==> src/rtl/fnd_pkg.sv <==
// Shared types and constants for the four-digit FND scan front end.
package fnd_pkg;

  typedef enum logic [1:0] {
    S_IDLE,
    S_CONV,
    S_COMMIT
  } conv_state_t;

  localparam int C_NUM_DIGITS = 4;
  localparam int C_BIN_WIDTH  = 14;
  localparam int C_BCD_WIDTH  = 4 * C_NUM_DIGITS;
  localparam logic [C_BIN_WIDTH-1:0] C_MAX_VALUE = 14'd9999;

endpackage

==> src/rtl/bin_to_bcd_seq.sv <==
// Serial double-dabble converter: one shift/add-3 iteration per clock.
// done is high during the final iteration, so bcd is valid on the next cycle.
module bin_to_bcd_seq
  import fnd_pkg::*;
(
  input  logic                   clk,
  input  logic                   reset,
  input  logic                   start,
  input  logic [C_BIN_WIDTH-1:0] value,
  output logic                   done,
  output logic [C_BCD_WIDTH-1:0] bcd
);

  logic                   running;
  logic [3:0]             count;
  logic [C_BIN_WIDTH-1:0] bin;
  logic [C_BCD_WIDTH-1:0] adjusted;

  always_comb begin
    adjusted = bcd;
    for (int d = 0; d < C_NUM_DIGITS; d++) begin
      if (bcd[d*4 +: 4] > 4'd4) begin
        adjusted[d*4 +: 4] = bcd[d*4 +: 4] + 4'd3;
      end
    end
  end

  assign done = running && (count == 4'(C_BIN_WIDTH - 1));

  always_ff @(posedge clk) begin
    if (reset) begin
      running <= 1'b0;
      count   <= '0;
      bin     <= '0;
      bcd     <= '0;
    end else if (start && !running) begin
      running <= 1'b1;
      count   <= '0;
      bin     <= value;
      bcd     <= '0;
    end else if (running) begin
      {bcd, bin} <= {adjusted, bin} << 1;
      count      <= count + 4'd1;
      if (done) begin
        running <= 1'b0;
      end
    end
  end

endmodule

==> src/rtl/fnd_scan_controller.sv <==
// Binary-to-FND front end: converts a loaded value to BCD and scans the four
// digits onto the decode stage with optional leading-zero blanking.
module fnd_scan_controller
  import fnd_pkg::*;
#(
  parameter int P_SCAN_DIV = 100_000
) (
  input  logic                   i_clk,
  input  logic                   i_reset,
  input  logic                   i_Load,
  input  logic [C_BIN_WIDTH-1:0] i_Binary,
  input  logic                   i_BlankLeadingZero,
  output logic                   o_Busy,
  output logic                   o_Overflow,
  output logic                   o_En,
  output logic [1:0]             o_DigitSelect,
  output logic [3:0]             o_Value
);

  localparam int PW = $clog2(P_SCAN_DIV);
  localparam logic [PW-1:0] PRE_LAST = PW'(P_SCAN_DIV - 1);

  conv_state_t            state, next_state;
  logic                   start, commit, done;
  logic [C_BCD_WIDTH-1:0] bcd, display, upper;
  logic [C_BIN_WIDTH-1:0] clamped;
  logic [PW-1:0]          prescaler;
  logic [1:0]             scan_index;
  logic                   digit_en;

  assign clamped = (i_Binary > C_MAX_VALUE) ? C_MAX_VALUE : i_Binary;
  assign o_Busy  = (state != S_IDLE);

  bin_to_bcd_seq u_conv (
    .clk   (i_clk),
    .reset (i_reset),
    .start (start),
    .value (clamped),
    .done  (done),
    .bcd   (bcd)
  );

  always_ff @(posedge i_clk) begin
    if (i_reset) begin
      state <= S_IDLE;
    end else begin
      state <= next_state;
    end
  end

  always_comb begin
    next_state = state;
    start      = 1'b0;
    commit     = 1'b0;
    case (state)
      S_IDLE: begin
        if (i_Load) begin
          start      = 1'b1;
          next_state = S_CONV;
        end
      end
      S_CONV: begin
        if (done) begin
          next_state = S_COMMIT;
        end
      end
      S_COMMIT: begin
        commit     = 1'b1;
        next_state = S_IDLE;
      end
      default: next_state = S_IDLE;
    endcase
  end

  // The display only changes on commit, so a half-converted value is never scanned out.
  always_ff @(posedge i_clk) begin
    if (i_reset) begin
      display    <= '0;
      o_Overflow <= 1'b0;
    end else begin
      if (commit) begin
        display <= bcd;
      end
      if (start) begin
        o_Overflow <= (i_Binary > C_MAX_VALUE);
      end
    end
  end

  always_ff @(posedge i_clk) begin
    if (i_reset) begin
      prescaler  <= '0;
      scan_index <= '0;
    end else if (prescaler == PRE_LAST) begin
      prescaler  <= '0;
      scan_index <= scan_index + 2'd1;
    end else begin
      prescaler <= prescaler + PW'(1);
    end
  end

  // A digit is a leading zero when it and every more significant digit are zero.
  assign upper    = display >> {scan_index, 2'b00};
  assign digit_en = (scan_index == 2'd0) || !i_BlankLeadingZero || (upper != '0);

  always_ff @(posedge i_clk) begin
    if (i_reset) begin
      o_En          <= 1'b0;
      o_DigitSelect <= '0;
      o_Value       <= '0;
    end else begin
      o_En          <= digit_en;
      o_DigitSelect <= scan_index;
      o_Value       <= display[{scan_index, 2'b00} +: 4];
    end
  end

endmodule
==> config.mk <==
export PLATFORM = sky130hd
export DESIGN_NAME = fnd_scan_controller
export DESIGN_NICKNAME = d
export VERILOG_FILES = /design/src/rtl/fnd_pkg.sv /design/src/rtl/bin_to_bcd_seq.sv /design/src/rtl/fnd_scan_controller.sv
export SDC_FILE = /design/constraint.sdc
export NUM_CORES = 1
export LEC_CHECK = 0
export ABC_AREA = 1
export ABC_CLOCK_PERIOD_IN_PS = 2100
export CAP_MARGIN = 30
export CORE_MARGIN = 5
export CORE_UTILIZATION = 58
export DETAILED_ROUTE_END_ITERATION = 7
export GPL_ROUTABILITY_DRIVEN = 0
export GPL_TIMING_DRIVEN = 0
export PLACE_DENSITY_LB_ADDON = 0.12
export REMOVE_ABC_BUFFERS = 1
export SLEW_MARGIN = 25
export SYNTH_ARGS = -nofsm -noshare
export SYNTH_HDL_FRONTEND = slang
export SYNTH_SLANG_ARGS = --single-unit
==> constraint.sdc <==
create_clock -name i_clk -period 2.1 [get_ports i_clk]
set_input_delay 0.42 -clock i_clk [delete_from_list [all_inputs] [get_ports i_clk]]
set_output_delay 0.42 -clock i_clk [all_outputs]
set_load 0.01 [all_outputs]
==> metrics.md <==
| Metric | Value |
|---|---|
| WP data arrival | 1.42 ns |
| DR pass1 iterations | 5 |
| Comb pwr share | 0.087 |
| CP Class | flip-flop to primary output |
| # port buffers | 26 |
| CTS sink count | 80 |
| Total power | 3210 uW |
| Sequential-to-total area share from yosys stat | 0.411 |
| Vias in the first global route | 3145 |
| Wirelength per Cell | 12.0 um |
| Reg2Reg Setup Slack | 0.39 ns |
| Initial core utilization | 0.604 |
| Core footprint | 6460 um^2 |
| DRC | 0 |
| Maximum fanout along the worst path | 3 |
| Reg2reg start | scan_index[0] |
| Cell taking the most area after synthesis | dfxtp_1 |
| Worst path cell trace | inv_1, nand2_1, clkdlybuf4s50_1 |
| Netlist cell types | 35 |
| Die Y | 92.0 um |
| Most frequent cells in the layout | nand2_1 (110), inv_1 (89), dfxtp_1 (79) |
| Cell count after synthesis | 549 |
| Chip Width | 92.0 um |
| HPWL after DPL | 5430 um |
| Clock group share of total power | 0.418 |
| Crit-path leading delay family | buffers and inverters |
| Slew Viols, Final | 0 |
| CP Launch Type | flip-flop |
| Stages on worst setup path | 3 |
| Slew HR | 0.639 |
| Vias per cell | 5.18 |
| Leakage | 0.00189 uW |
| Critical path startpoint | state[0] |
| Pre-CTS WS | -0.781 ns |
| Internal | 2450 uW |
| WP buf/inv | 2 |
| Row cnt | 29 |
| CTS Hold Buffers Added | 0 |
| R2r endpoint | o_En |
| CTS Buf Count | 9 |
| Initial antenna violation count | 0 |
| Tmin final | 1.84 ns |
| R2R depth | 8 |
| Clock skew | 0.00699 ns |
| Clock Path Buffers | 2 |
| Final instance area | 4420 um^2 |
| Area grow syn2layout | 13.4% |
| First-pass GRT wire length | 13800 um |
| Critical Path RT | 1.68 ns |
| GR Overflow Total | 0 |
| Mapped Area | 3900 um^2 |
| CTS Root Cell | clkbuf_8 |
| CP endpoint kind | primary output |
| Min-delay worst type | flip-flop to flip-flop |
| Tcrit/Tclk final | 0.877 |
| ANT cells | 0 |
| Largest net degree at the start of global routing | 42 |
| Crit path largest cell delay | 0.54 ns |
| GRT Overall Usage | 0.196 |
| Die area | 8460 um^2 |
| CP endpoint | o_Busy |
| Clock transition at the registers of the reported paths | 0.08 ns |
| Warnings, synthesis | 0 |
| Layout cells sized above 1 | 0.0662 |
| Tightest Pin Transition | 0.541 ns |
| I/O pin cnt | 27 |
| RSZ-0062 raised after global routing | no |
| Mean Syn Cell Area | 7.10 um^2 |
| Pwr per Cell Area | 725 nW/um^2 |
| Most common cell after layout, fill and taps aside | nand2_1 |
| Antenna Violating Nets Remaining | 0 |
| Worst skew pair latency | 0.35 ns |
| Max Clk Rate | 543 MHz |
| Hold Worst Slack | 0.422 ns |
| Status | finished, final reports clean |
| CTS tree | done |
| Sequential fraction of design power | 0.496 |
| Setup bufs post-CTS | 0 |
| Area after DPL | 4160 um^2 |
| Worst vdd ir | 489 uV |
| Vias | 3371 |
| Final Hold Vio Count | 0 |
| Switching portion of total power | 0.235 |
| Synthesis-stage register bit count | 80 |
| Slack of the critical path | 0.258 ns |
| MaxCap Viol Count | 0 |
| Final Net Count | 599 |
| Final setup vio count | 0 |
| H-tree levels | 3 |
| Initial DRC count | 231 |
| P_sw | 753 uW |
| Slowest CP cell | clkdlybuf4s50_1 |
| Routed WL | 7820 um |
| Ranking of synthesized cells by area | dfxtp_1 (41%), nand2_1 (11%), inv_1 (8.7%) |
| Top-area cell type share of the netlist area | 0.411 |
## registers in the layout (all words and copies together) (netlist names)
name	flops
u_conv.running	1
u_conv.bin	14
u_conv.count	4
o_Overflow	1
u_conv.bcd	16
scan_index	2
o_DigitSelect	2
o_Value	4
state	2
o_En	1
prescaler	17
display	16
## per-layer routing
layer  part of all wire  vias up  GRT usage
met3              0.048       12     0.0393
met4              0.017        0     0.0755
li1                   -     1765          -
met5                  0        -          0
met2               0.43       80      0.297
met1               0.50     1514      0.275
## repair_timing
| item | in CTS | in global routing |
|---|---|---|
| hold endpoints to repair | 0 | 0 |
| gates cloned | 1 | 0 |
| resized for setup | 5 | 3 |
| pin swaps | 0 | 0 |
| setup endpoints to repair | 57 | 1 |
## cell usage after synthesis
cell / instances
a21oi_1: 52
buf_2: 6
buf_4: 1
buf_6: 2
clkbuf_1: 9
clkbuf_2: 1
clkinv_1: 1
dfxtp_1: 80
ha_1: 12
inv_1: 90
inv_2: 3
nand2_1: 111
nand2_4: 1
nand3_1: 27
nand3_2: 3
nand3b_1: 2
nand4_1: 4
nand4_2: 1
nor2_1: 56
nor2_2: 1
nor2_4: 1
nor3_1: 6
nor3_2: 3
nor4_1: 1
o211ai_1: 1
o21ai_0: 34
o21ai_1: 2
o21ai_2: 1
o21ai_4: 1
o22ai_1: 10
o31ai_1: 2
or2_0: 1
or2_2: 1
xnor2_1: 7
xor2_1: 15
## area by class of cell
class	count	area, um^2
repair buffers	27	273
fillers	545	2040
flip-flops and latches	80	1600
clock inverters	6	108
inverters	94	359
clock buffers	10	128
multi-input cells	356	1850
repair inverters	1	5.00
well taps	77	96.3
## how the worst min path moves through the flow
stage | start | endpoint | slack [ns] | cells after the start
CTS | state[1] | state[1] | 0.42 | 1
detailed placement | state[1] | state[1] | 0.41 | 1
floorplan | state[1] | state[1] | 0.40 | 1
finish | state[1] | state[1] | 0.42 | 1
global route | state[1] | state[1] | 0.45 | 1
global placement | state[1] | state[1] | 0.41 | 1
## power groups by stage
stage                     registers, uW  logic (uW)  clock network (uW)
after global placement             1620         269                   0
after floorplan                    1620         180                   0
final                              1590         278                1340
after global routing               1600         319                1420
after CTS                          1590         278                1360
after detailed placement           1620         274                   0
## cells by family (layout without fill, tap and decap cells)
kind of cell / Yosys count / count (layout) / synth area share
DFF: 80 / 80 / 0.411
buffers and inverters: 113 / 138 / 0.116
and+or+nand+nor: 219 / 219 / 0.244
adders and majority gates: 12 / 12 / 0.0385
xor gates and xnor gates: 22 / 22 / 0.0494
AOI/OAI and AO/OA: 103 / 103 / 0.141
## metrics by stage
stage               cells  setup TNS (ns)  utilization
CTS                   650               0        0.682
global placement      633          -30.64        0.644
global route          651               0        0.685
detailed placement    633          -30.10        0.644
finish                651               0        0.685
floorplan             530               0            -
Power figures use the tool's default switching activity.
==> patch: new RTL, same flow settings <==
Remove the register `o_DigitSelect`: a continuous assignment takes its place, so the output `o_DigitSelect` follows one clock earlier.
--- a/src/rtl/fnd_scan_controller.sv
+++ b/src/rtl/fnd_scan_controller.sv
@@ -106,13 +106,13 @@
   always_ff @(posedge i_clk) begin
     if (i_reset) begin
       o_En          <= 1'b0;
-      o_DigitSelect <= '0;
       o_Value       <= '0;
     end else begin
       o_En          <= digit_en;
-      o_DigitSelect <= scan_index;
       o_Value       <= display[{scan_index, 2'b00} +: 4];
     end
   end
 
+  assign o_DigitSelect = scan_index;
+
 endmodule
Behaviour: no difference found for any inputs over 10 cycles, from zero or initial values and one cycle with i_reset high; that may be too few to reach the edited logic, so the function may still have changed.
==> patch against the original RTL <==
  * Total power decreased by 2.8%
  * Routed wire length fell by 3.2%
  * Die area decreased by 1.2%
  * Sequential cell count shrank 2
  * Setup slack lost 170 ps
  * Design area decreased by 1.5%
  * Synthesized area fell by 1.3%
  * Via count down 1.2%
  * Critical path type unchanged
  * Highest routed layer unchanged
==> patch: results (changes against the original RTL) <==
Parameter                              Value

GRT
  Pin count of the biggest net entering global routing    42 (unchanged)
  Total routing resource utilization after global routing    18.9% (-0.69 points)
  GRT met1 Usage    20.3% (-7.2 points)
  First-pass GRT wire length    13.3 mm (-3.8%)
  Global Route met3 Usage    5.70% (+1.8 points)
  Global-route met2 utilization    35.3% (+5.6 points)
  Via count of the first global-routing pass    3207 (+2.0%)

Logic synthesis
  Sequential cell area fraction in the yosys report    40.6% (-0.48 points)
  Synth top cells by count    113 x sky130_fd_sc_hd__nand2_1, 88 x sky130_fd_sc_hd__inv_1, 78 x sky130_fd_sc_hd__dfxtp_1
  Dominant cells by area after synthesis    sky130_fd_sc_hd__dfxtp_1 41%, sky130_fd_sc_hd__nand2_1 11%, sky130_fd_sc_hd__inv_1 8.6%, sky130_fd_sc_hd__a21oi_1 6.8%, sky130_fd_sc_hd__nor2_1 5.4%
  Number of instances in the synthesized netlist    545 (-0.73%)
  Post-synthesis async set-or-reset flop share    0% (unchanged)
  Unique cell type count in the Yosys netlist    34 (-2.9%)

Detailed routing
  WL final    7.57 mm (-3.2%)
  Met1 WL    3.25 mm (-17%)
  First-pass iteration count of the detailed router    4 (-1)
  Count of routing violations after the opening detailed-route iteration    107 (-54%)
  Met3 routed wirelength    247 um (-35%)
  Detailed route wirelength on metal2    3.96 mm (+17%)
  Uppermost metal layer occupied by signal nets    met4
  Via count normalized by instance count    5.15 (-0.58%)

Setup path
  Largest fanout of any net on the critical path    14 (+11)
  Longest individual stage delay on the worst path    640 ps (+100 ps)
  CP startpoint    o_DigitSelect[0]
  CP arrival    1590 ps (+170 ps)
  Startpoint of the lowest-slack register-to-register path    u_conv.running
  Worst Reg-to-Reg Cells    7 (-1)

Placed design
  Placed Cells incl. Taps    630 (-0.47%)
  Instance area after placement    4110 um2 (-1.2%)
  Post-detail-place hpwl    5.21 mm (-3.9%)
  Worst setup slack before clock tree synthesis    -435 ps (+346 ps)

CTS
  Largest buffer count on any clock path    2 (unchanged)
  Total number of H-tree levels    3 (unchanged)
  Clock transition at the register clock pins on the worst setup and hold paths after CTS    70 ps
  Worst-skew pair later-pin latency    350 ps (about the same)

Layout
  Area taken by flip-flops and latches    1560 um2 (-2.5%)
  Number of cells in the finished layout apart from fillers    647 (-0.61%)
  Share of layout cells above drive strength 1    5.96% (-0.66 points)
  # nets final    595 (-0.67%)
  Total of fill cells in the finished design    545 (unchanged)

Outcome
  Result of the run    complete, no violations

Hold path
  Worst hold path class    reg2reg
  Source of the worst hold timing path    state[1]

Timing
  Slew at the pin closest to its max-slew limit    749 ps (+208 ps)
  Setup skew after layout    6.88 ps (-0.100 ps)

Pwr
  Standby leakage power    1.86 nW (-1.3%)
  Worst vdd rail ir drop    0.000526 V (+7.4%)
patch: cells by family after synthesis:
kind of cell	after synthesis	synth area share (%)
AOI/OAI and AO/OA	106	14.6
xor gates and xnor gates	22	5.01
adders and majority gates	12	3.90
buffers and inverters	111	11.6
DFF	78	40.6
and+or+nand+nor	216	24.3
patch: cell type report:
class / instances / area share (%)
tap: 77 / 2.21
sequential: 78 / 35.9
timing repair buffer: 27 / 6.21
clock inverter: 3 / 1.49
clock buffer: 13 / 3.88
inverter: 93 / 8.02
multi-input combinational: 356 / 42.3
patch: power by group:
group	switching (mW)	internal [mW]	total, mW
logic	0.167	0.106	0.273
clock network	0.529	0.766	1.29
registers	0.0284	1.52	1.55
total	0.724	2.39	3.12
patch: worst paths after layout:
kind,slack [ps],end
min reg2reg,430,state[1]
max,90,o_DigitSelect[0]
min,430,state[1]
max reg2reg,130,u_conv.bin[12]
patch: what timing repair did:
action / CTS / global route
buffers inserted: 0 / 0
resized for setup: 2 / 0
endpoints found under the setup margin: 6 / 0
